## src/rtl/uart_tx_arbiter.sv

```systemverilog
// ---------------------------------------------------------------------------
// uart_tx_arbiter
//   Round-robin sequencer sharing one UART Tx PISO core between NUM_REQ
//   requesters. A granted requester's byte and frame config are registered
//   onto the tx_* outputs. tx_send is then held until the core reports
//   completion. An idle gap of GAP_TICKS baud ticks follows each frame, and
//   done pulses for the requester that owned the frame.
//
//   Optional feature (macro UART_TX_ARB_TIMEOUT_EN):
//     A baud-tick watchdog runs in START/WAIT_DONE. When it reaches
//     TIMEOUT_TICKS the frame is aborted: tx_send drops, err pulses, and no
//     done pulse is issued. Without the macro err is constant 0.
//
// Ports
//   clk_i            system clock, rising edge
//   rst_ni           asynchronous active-low reset
//   baud_tick_i      1-clock pulse per baud period
//   req_i            level request per requester
//   req_data_i       byte per requester, slice i = [8i+7:8i]
//   req_cfg_i        per requester {parity_type[1:0], stop_bits, data_length}
//   grant_o          one-hot pulse: inputs latched, requester may change them
//   done_o           one-hot pulse: that requester's frame finished
//   busy_o           high whenever the sequencer is not idle
//   owner_o          index of current/last granted requester
//   tx_data_o, tx_parity_type_o, tx_stop_bits_o, tx_data_length_o
//                    frame contents/config to the Tx core
//   tx_send_o        send level to the Tx core
//   tx_active_i      Tx core transmitting
//   tx_done_i        Tx core idle/done (high while idle)
//   err_o            timeout abort pulse
// ---------------------------------------------------------------------------
module uart_tx_arbiter #(
  parameter int NUM_REQ       = 4,
  parameter int GAP_TICKS     = 2,
  parameter int TIMEOUT_TICKS = 24
) (
  input  logic                 clk_i,
  input  logic                 rst_ni,
  input  logic                 baud_tick_i,
  input  logic [NUM_REQ-1:0]   req_i,
  input  logic [8*NUM_REQ-1:0] req_data_i,
  input  logic [4*NUM_REQ-1:0] req_cfg_i,
  output logic [NUM_REQ-1:0]   grant_o,
  output logic [NUM_REQ-1:0]   done_o,
  output logic                 busy_o,
  output logic [2:0]           owner_o,
  output logic [7:0]           tx_data_o,
  output logic [1:0]           tx_parity_type_o,
  output logic                 tx_stop_bits_o,
  output logic                 tx_data_length_o,
  output logic                 tx_send_o,
  input  logic                 tx_active_i,
  input  logic                 tx_done_i,
  output logic                 err_o
);

  typedef enum logic [2:0] {
    S_IDLE  = 3'd0,
    S_LOAD  = 3'd1,
    S_START = 3'd2,
    S_WAIT  = 3'd3,
    S_GAP   = 3'd4
  } state_e;

  localparam logic [NUM_REQ-1:0] REQ_ONE  = NUM_REQ'(1);
  localparam logic [2:0]         PTR_INIT = 3'(NUM_REQ - 1);
  localparam logic [3:0]         GAP_LAST = 4'((GAP_TICKS == 0) ? 0 : GAP_TICKS - 1);

  state_e               state_q, state_d;
  logic [2:0]           ptr_q, ptr_d, owner_q, owner_d;
  logic [NUM_REQ-1:0]   grant_q, grant_d, done_q, done_d;
  logic                 busy_q, busy_d, send_q, send_d, err_q, err_d;
  logic [7:0]           tx_data_q, tx_data_d;
  logic [3:0]           tx_cfg_q, tx_cfg_d;
  logic [3:0]           gap_q;
  logic                 pick_found_s;
  logic [2:0]           pick_idx_s;
  logic                 fin_s, gap_end_s, timeout_s, in_tx_s;
  logic [8*NUM_REQ-1:0] data_sh_s;
  logic [4*NUM_REQ-1:0] cfg_sh_s;

  assign fin_s     = tx_done_i & ~tx_active_i;
  assign in_tx_s   = (state_q == S_START) || (state_q == S_WAIT);
  assign data_sh_s = req_data_i >> {owner_q, 3'b000};
  assign cfg_sh_s  = req_cfg_i >> {owner_q, 2'b00};
  // GAP_TICKS=0 leaves GAP on the very next clock regardless of baud ticks.
  assign gap_end_s = (GAP_TICKS == 0) ? 1'b1 : (baud_tick_i && (gap_q == GAP_LAST));

`ifdef UART_TX_ARB_TIMEOUT_EN
  localparam int           TW      = $clog2(TIMEOUT_TICKS + 1);
  localparam logic [TW-1:0] TO_LAST = TW'(TIMEOUT_TICKS - 1);
  logic [TW-1:0] to_q;

  assign timeout_s = baud_tick_i && (to_q == TO_LAST);

  // Watchdog: cleared on LOAD, counts baud ticks while a frame is in flight.
  always_ff @(posedge clk_i or negedge rst_ni) begin
    if (!rst_ni) begin
      to_q <= '0;
    end else if (state_q == S_LOAD) begin
      to_q <= '0;
    end else if (in_tx_s && baud_tick_i && !timeout_s) begin
      to_q <= to_q + TW'(1);
    end
  end
`else
  assign timeout_s = 1'b0;
`endif

  // Round-robin search: first set request after the pointer, with wrap.
  always_comb begin : arb_search
    logic [2:0] cand;
    logic       hit;
    pick_found_s = 1'b0;
    pick_idx_s   = ptr_q;
    cand         = 3'd0;
    hit          = 1'b0;
    for (int k = 1; k <= NUM_REQ; k++) begin
      cand         = 3'((int'(ptr_q) + k) % NUM_REQ);
      hit          = |(req_i & (REQ_ONE << cand));
      pick_idx_s   = (!pick_found_s && hit) ? cand : pick_idx_s;
      pick_found_s = pick_found_s | hit;
    end
  end

  // State register.
  always_ff @(posedge clk_i or negedge rst_ni) begin
    if (!rst_ni) begin
      state_q <= S_IDLE;
    end else begin
      state_q <= state_d;
    end
  end

  // Next-state logic; a clean finish wins over a simultaneous timeout.
  always_comb begin
    state_d = state_q;
    case (state_q)
      S_IDLE:  state_d = pick_found_s ? S_LOAD : S_IDLE;
      S_LOAD:  state_d = S_START;
      S_START: begin
        if (timeout_s) begin
          state_d = S_GAP;
        end else if (tx_active_i) begin
          state_d = S_WAIT;
        end else begin
          state_d = S_START;
        end
      end
      S_WAIT:  state_d = (fin_s || timeout_s) ? S_GAP : S_WAIT;
      S_GAP:   state_d = gap_end_s ? S_IDLE : S_GAP;
      default: state_d = S_IDLE;
    endcase
  end

  // Output/datapath next values; everything below is registered.
  always_comb begin
    grant_d   = {NUM_REQ{1'b0}};
    done_d    = {NUM_REQ{1'b0}};
    err_d     = 1'b0;
    busy_d    = (state_d != S_IDLE);
    // send rises one clock after START is entered and drops on leaving WAIT.
    send_d    = in_tx_s && ((state_d == S_START) || (state_d == S_WAIT));
    owner_d   = owner_q;
    ptr_d     = ptr_q;
    tx_data_d = tx_data_q;
    tx_cfg_d  = tx_cfg_q;
    case (state_q)
      S_IDLE: begin
        if (pick_found_s) begin
          owner_d = pick_idx_s;
          ptr_d   = pick_idx_s;
        end else begin
          owner_d = owner_q;
          ptr_d   = ptr_q;
        end
      end
      S_LOAD: begin
        grant_d   = REQ_ONE << owner_q;
        tx_data_d = data_sh_s[7:0];
        tx_cfg_d  = cfg_sh_s[3:0];
      end
      S_START: err_d = timeout_s;
      S_WAIT: begin
        if (fin_s) begin
          done_d = REQ_ONE << owner_q;
        end else begin
          err_d = timeout_s;
        end
      end
      default: err_d = 1'b0;
    endcase
  end

  // Output and datapath registers.
  always_ff @(posedge clk_i or negedge rst_ni) begin
    if (!rst_ni) begin
      grant_q   <= {NUM_REQ{1'b0}};
      done_q    <= {NUM_REQ{1'b0}};
      err_q     <= 1'b0;
      busy_q    <= 1'b0;
      send_q    <= 1'b0;
      owner_q   <= 3'd0;
      ptr_q     <= PTR_INIT;
      tx_data_q <= 8'h00;
      tx_cfg_q  <= 4'b0001;
    end else begin
      grant_q   <= grant_d;
      done_q    <= done_d;
      err_q     <= err_d;
      busy_q    <= busy_d;
      send_q    <= send_d;
      owner_q   <= owner_d;
      ptr_q     <= ptr_d;
      tx_data_q <= tx_data_d;
      tx_cfg_q  <= tx_cfg_d;
    end
  end

  // Gap counter: only ticks sampled while already in GAP count.
  always_ff @(posedge clk_i or negedge rst_ni) begin
    if (!rst_ni) begin
      gap_q <= 4'd0;
    end else if (state_q != S_GAP) begin
      gap_q <= 4'd0;
    end else if (baud_tick_i) begin
      gap_q <= gap_q + 4'd1;
    end
  end

  assign grant_o          = grant_q;
  assign done_o           = done_q;
  assign err_o            = err_q;
  assign busy_o           = busy_q;
  assign owner_o          = owner_q;
  assign tx_send_o        = send_q;
  assign tx_data_o        = tx_data_q;
  assign tx_parity_type_o = tx_cfg_q[3:2];
  assign tx_stop_bits_o   = tx_cfg_q[1];
  assign tx_data_length_o = tx_cfg_q[0];

endmodule

```

## config.mk

```make
export PLATFORM = sky130hd
export DESIGN_NAME = uart_tx_arbiter
export DESIGN_NICKNAME = d
export VERILOG_FILES = /design/src/rtl/uart_tx_arbiter.sv
export SDC_FILE = /design/constraint.sdc
export NUM_CORES = 1
export LEC_CHECK = 0
export CAP_MARGIN = 20
export CELL_PAD_IN_SITES_DETAIL_PLACEMENT = 1
export CELL_PAD_IN_SITES_GLOBAL_PLACEMENT = 2
export CORE_MARGIN = 3
export CORE_UTILIZATION = 33
export DETAILED_ROUTE_END_ITERATION = 16
export DONT_BUFFER_PORTS = 1
export PLACE_DENSITY_LB_ADDON = 0.1
export SETUP_SLACK_MARGIN = 0.15
export SKIP_CTS_REPAIR_TIMING = 1
export SLEW_MARGIN = 5
export SYNTH_ARGS = -nofsm -noshare
export SYNTH_HDL_FRONTEND = slang
export SYNTH_SLANG_ARGS = --single-unit
export TNS_END_PERCENT = 5
```

## constraint.sdc

```tcl
create_clock -name clk_i -period 2.2 [get_ports clk_i]
set_input_delay 0.44 -clock clk_i [delete_from_list [all_inputs] [get_ports clk_i]]
set_output_delay 0.44 -clock clk_i [all_outputs]
set_load 0.05 [all_outputs]
```

Word level (Yosys, flattened, before mapping)
Cells that the tools add are included.
Word-level totals
  word-level logic and storage cells: 79
  output and inout bits: 26
  input bits: 57
  flip-flop bits (word level): 35
Operators by class
  bitwise gates (word level): 13
  reduce and logical (&&, ||, !) cells: 22
  muxes and demuxes: 14
  shift operators: 7
  equal/unequal tests: 8
  $add $sub $neg: 5
Operators by type and width (number)
  right shift 32 x 6 -> 8 bit: 1
  two-way mux 4 bit: 5
  left shift 1 x 3 -> 4 bit (first input constant): 5
  two-way mux 3 bit: 6
  bitwise AND 4 bit: 4
  OR reduction 4 bit: 4
  right shift 16 x 5 -> 4 bit: 1
  one-hot mux 3 bit (5 select lines): 1
  == test 3 x 2 -> 1 bit (second input constant): 4
  OR reduction 2 bit: 4
  logical AND 1 bit: 5
  adder 2 x 1 -> 2 bit (second input constant): 2
  adder 2 bit (second input constant): 2
  adder 4 x 1 -> 4 bit (second input constant): 1
  bitwise AND 1 bit (first input constant): 4
  == test 4 x 1 -> 1 bit (second input constant): 1
  == test 3 x 1 -> 1 bit (second input constant): 1
  == test 3 bit (second input constant): 1
  logical NOT 1 bit: 3
  logical NOT 3 bit: 1
  != test 3 bit (second input constant): 1
  OR 1 bit: 3
  nonzero test 3 bit: 1
  logical OR 1 bit: 2
  5 further kinds: 6

Depth between registers and ports, before layout
  depth after elaboration: 14
  mapped depth: 7

Least setup slack after synthesis
Ideal clock, no wire load.
  path kind: register to register
  start point: reg ptr_q[1]
  end point: reg owner_q[0], in the netlist owner_o[0]
  clock period less this slack: 2.202 ns
  cell stages (with the launch flop): 8
  setup time: 0.125 ns
  setup slack: -0.002 ns
  arrival: 2.077 ns
  cells stage by stage: dfstp_2 > inv_1 > ha_1 > a22oi_1 > nand2_1 > or4_4 > nand2_2 > mux2_4
On the way
  word-level cells in the longest chain between the ends: 11
  elaborated cells on any way between the ends: 38
  those cells by class: add/sub (4); shift (4); mux (4); bitwise (11); reduce/logical (15)
Ends and longest elaborated chain
  start: declaration: line 70  | logic [2:0] ptr_q, ptr_d, owner_q, owner_d;
  start signal: assignment: line 214  | ptr_q <= ptr_d;
  adder 2 x 1 -> 2 bit / adder 2 bit (equally long branches): line 119  | cand = 3'((int'(ptr_q) + k) % NUM_REQ);
  OR reduction 2 bit (no source line)
  bitwise AND 1 bit (no source line)
  left shift 1 x 3 -> 4 bit: line 120  | hit = |(req_i & (REQ_ONE << cand));
  bitwise AND 4 bit: line 120
  OR reduction 4 bit: line 120
  logical NOT 1 bit / OR 1 bit (equally long branches): line 121, 122
  logical AND 1 bit, or another cell as far along: line 121  | pick_idx_s = (!pick_found_s && hit) ? cand : pick_idx_s;
  two-way mux 3 bit, or another cell as far along: line 121
  two-way mux 3 bit / logical AND 1 bit (equally long branches): line 121
  two-way mux 3 bit: line 121
  end signal: assignment: line 213  | owner_q <= owner_d;
  end: declaration: line 70
Parallel ways exist; a longest one is shown, timed or not.
A chain may end at the register's enable or synchronous reset.

Final worst setup path
  start point: reg ptr_q[0]
  end point: reg owner_q[0], in the netlist owner_o[0]
Same word-level chain as after synthesis.

==> impl_metrics.csv <==
group,metric,value,unit
status,status,"completed",
power,power.leakage,0.000952,µW
synth,ys_ff_latch,33,
clock_tree,path_clk_slew,70,ps
floorplan,fp.dieW,81.0,µm
global_route,grt_max_degree,34,
clock_tree,h-tree-depth,2,
floorplan,pin_count,83,
floorplan,die_area,6560,µm²
route,drt_wl_total,4920,µm
layout,final_cell_mix,"nand2_1 (46), dfrtp_1 (30), buf_4 (16)",
hold_path,hold_path.startpoint,"baud_tick_i",
sta,fmax,0.470,GHz
placed_design,portBuffers,0,
critical_path,cp-start-kind,"flop",
floorplan,rows,26,
layout,design_area,2190,µm²
placed_design,dp.cells,249,
sta,hold_violations,0,
hold_path,min_path_type,"in2reg",
critical_path,worstPathArrival,2300,ps
placed_design,dp_hpwl,3760,µm
critical_path,crit_path_max_incr_delay,570,ps
critical_path,reg2reg_from,"ptr_q[0]",
synth,synth_fa_ha_area_share,4.05,%
clock_tree,root_buffer,"clkbuf_8",
critical_path,cpMaxStageDelayCell,"or4_4",
route,antenna_left,0,
critical_path,critPathTopFamily,"simple AND/OR/NAND/NOR gates",
clock_tree,cts_sinks,33,
floorplan,fp.coreArea,5270,µm²
floorplan,die_h,81.0,µm
synth,yosys_warnings,0,
critical_path,rrSetupSlack,70,ps
synth,synth_top_cell_by_area,"dfrtp_1",
floorplan,initial_core_util,35.2,%
global_route,grt_pass1_wl,7730,µm
critical_path,end_kind,"flop",
synth,syn_inst,176,
synth,avgSynthCellArea,10.5,µm²
sta,rsz0062_at_grt,"true",
critical_path,critical_path_depth,7,
sta,timing.setup.tns,0,ps
sta,setup_viol_count_final,0,
clock_tree,cts_tree,"built",
placed_design,place_area,2010,µm²
critical_path,path_max_fanout,4,
critical_path,timing.critical_path.buf_inv,1,
sta,worst_slew_pin_slew,683,ps
global_route,grt_pass1_vias,1540,
synth,yosysSeqAreaShare,44.7,%
route,vias,1413,
sta,clock-skew-final,5.46,ps
global_route,grt.overflow.total,0,
layout,mostFrequentLayoutCell,"nand2_1",
layout,diodes,0,
global_route,track_usage,15.6,%
power,max-vdd-ir-drop,0.620,mV
synth,synth-simple-area-share,20.5,%
route,drt-initial-drc-count,31,
synth,synth_top_family_by_area,"simple AND/OR/NAND/NOR gates",
clock_tree,cts_buffers,5,
critical_path,path_cells,"inv_4 -> ha_4 -> a22oi_2 -> nand2_2 -> or4_4 -> nand2_4 -> mux2_4",
hold_path,holdPathEnd,"gap_q[1]",
route,drc,0,
job,max-cap-violations,0,
synth,netlist.area_leader.share,40.5,%
sta,slew_headroom,54.3,%
layout,utilization,41.5,%
sta,finalCritPeriodShare,96.8,%
critical_path,cp.required,2370,ps
synth,synthMuxAreaShare,15.4,%
layout,drive_above_1_share,30.9,%
critical_path,reg2regPathDepth,7,
route,routedWlPerCell,18.6,µm
synth,synth_area_leaders,"dfrtp_1 (40%), mux4_2 (15%), nand2_1 (9.5%)",
synth,yosysUniqueCellTypes,42,
sta,min_period,2130,ps
clock_tree,cts_buffer_depth,2,
synth,synth-xor-area-share,2.36,%
clock_tree,clock_latency,280,ps
layout,syn_to_final_growth,17.8,%
synth,synthesis.area,1860,µm²
critical_path,rr_endpoint,"owner_o[0]",
route,drtPass1Iterations,4,
layout,stdcell_count,264,
sta,finalMaxSlewViolations,0,
hold_path,min_path_cells,1,
global_route,antenna_found_initial,0,
route,viasPerCell,5.35,
power,p_per_area,1740,nW/µm²
placed_design,gp_congestion,0.698,
layout,nNetsFinal,256,
synth,synth-compound-area-share,8.70,%
critical_path,worst-setup-path-type,"reg2reg",
==> routing by layer <==
metal / vias to the layer above / global-route usage, % / part of all wire, %
met5: - / 0 / 0
met2: 53 / 28.4 / 52
li1: 645 / - / -
met3: 9 / 5.54 / 8.6
met4: 0 / 5.41 / 1.8
met1: 706 / 16.6 / 37
==> logic make-up (layout without fill, tap and decap cells) <==
| family | count (synthesis) | count (layout) |
|---|---|---|
| AOI/OAI and AO/OA | 21 | 21 |
| xor gates and xnor gates | 5 | 5 |
| adders and majority gates | 6 | 6 |
| buffers and inverters | 13 | 30 |
| DFF | 33 | 33 |
| muxes | 13 | 13 |
| other | 1 | 2 |
| and+or+nand+nor | 84 | 84 |
==> worst max path at each step <==
| stage | startpoint | slack (ps) | endpoint |
|---|---|---|---|
| 2_1_floorplan | ptr_q[1] | 90 | owner_o[0] |
| 5_1_grt | ptr_q[1] | 30 | owner_o[0] |
| 3_3_place_gp | ptr_q[1] | 90 | owner_o[0] |
| 4_1_cts | ptr_q[1] | 6 | owner_o[0] |
| 6_report | ptr_q[0] | 70 | owner_o[0] |
| 3_5_place_dp | ptr_q[1] | 10 | owner_o[0] |
==> state kept, by name, summed over array words and instances (netlist names) <==
| register | count |
|---|---|
| tx_send_o | 1 |
| busy_o | 1 |
| done_o | 4 |
| gap_q | 4 |
| state_q | 3 |
| tx_cfg_q | 4 |
| tx_data_o | 8 |
| owner_o | 2 |
| grant_o | 4 |
| ptr_q | 2 |
==> power breakdown <==
group | switching (µW) | internal, µW
clock | 210 | 219
sequential | 725 | 839
combinational | 917 | 895
==> metrics by stage <==
step	worst slack [ps]	power, µW	hold slack [ps]
2_1_floorplan	93.1	2830	144
3_3_place_gp	92.0	3200	145
3_5_place_dp	10.3	3270	145
4_1_cts	5.83	3720	-166
5_1_grt	26.5	4100	254
6_report	71.5	3800	251
==> synthesized netlist by cell type (all sizes together) <==
cell type,count
nand2,49
dfrtp,30
nor2,14
mux4,12
a22oi,9
ha,6
clkbuf,5
buf,4
inv,4
nand4,4
dfstp,3
nor3,3
o21ai,3
xnor2,3
a21oi,2
and3,2
nand2b,2
nor2b,2
or2,2
xor2,2
a2111oi,1
a211oi,1
a221o,1
a311o,1
a31oi,1
and2,1
conb,1
mux2,1
nand3,1
nand3b,1
nor3b,1
o21bai,1
o31ai,1
or3,1
or4,1
==> final cells by class <==
| class | instances | area (µm²) |
|---|---|---|
| clock buffer | 6 | 72.6 |
| clock inverter | 2 | 10.0 |
| timing repair buffer | 18 | 150 |
| tap | 70 | 87.6 |
| sequential | 33 | 830 |
| multi-input combinational | 131 | 1020 |
| fill | 601 | 3080 |
| inverter | 4 | 20.0 |
Note: power is estimated with default switching activity, not from simulation.
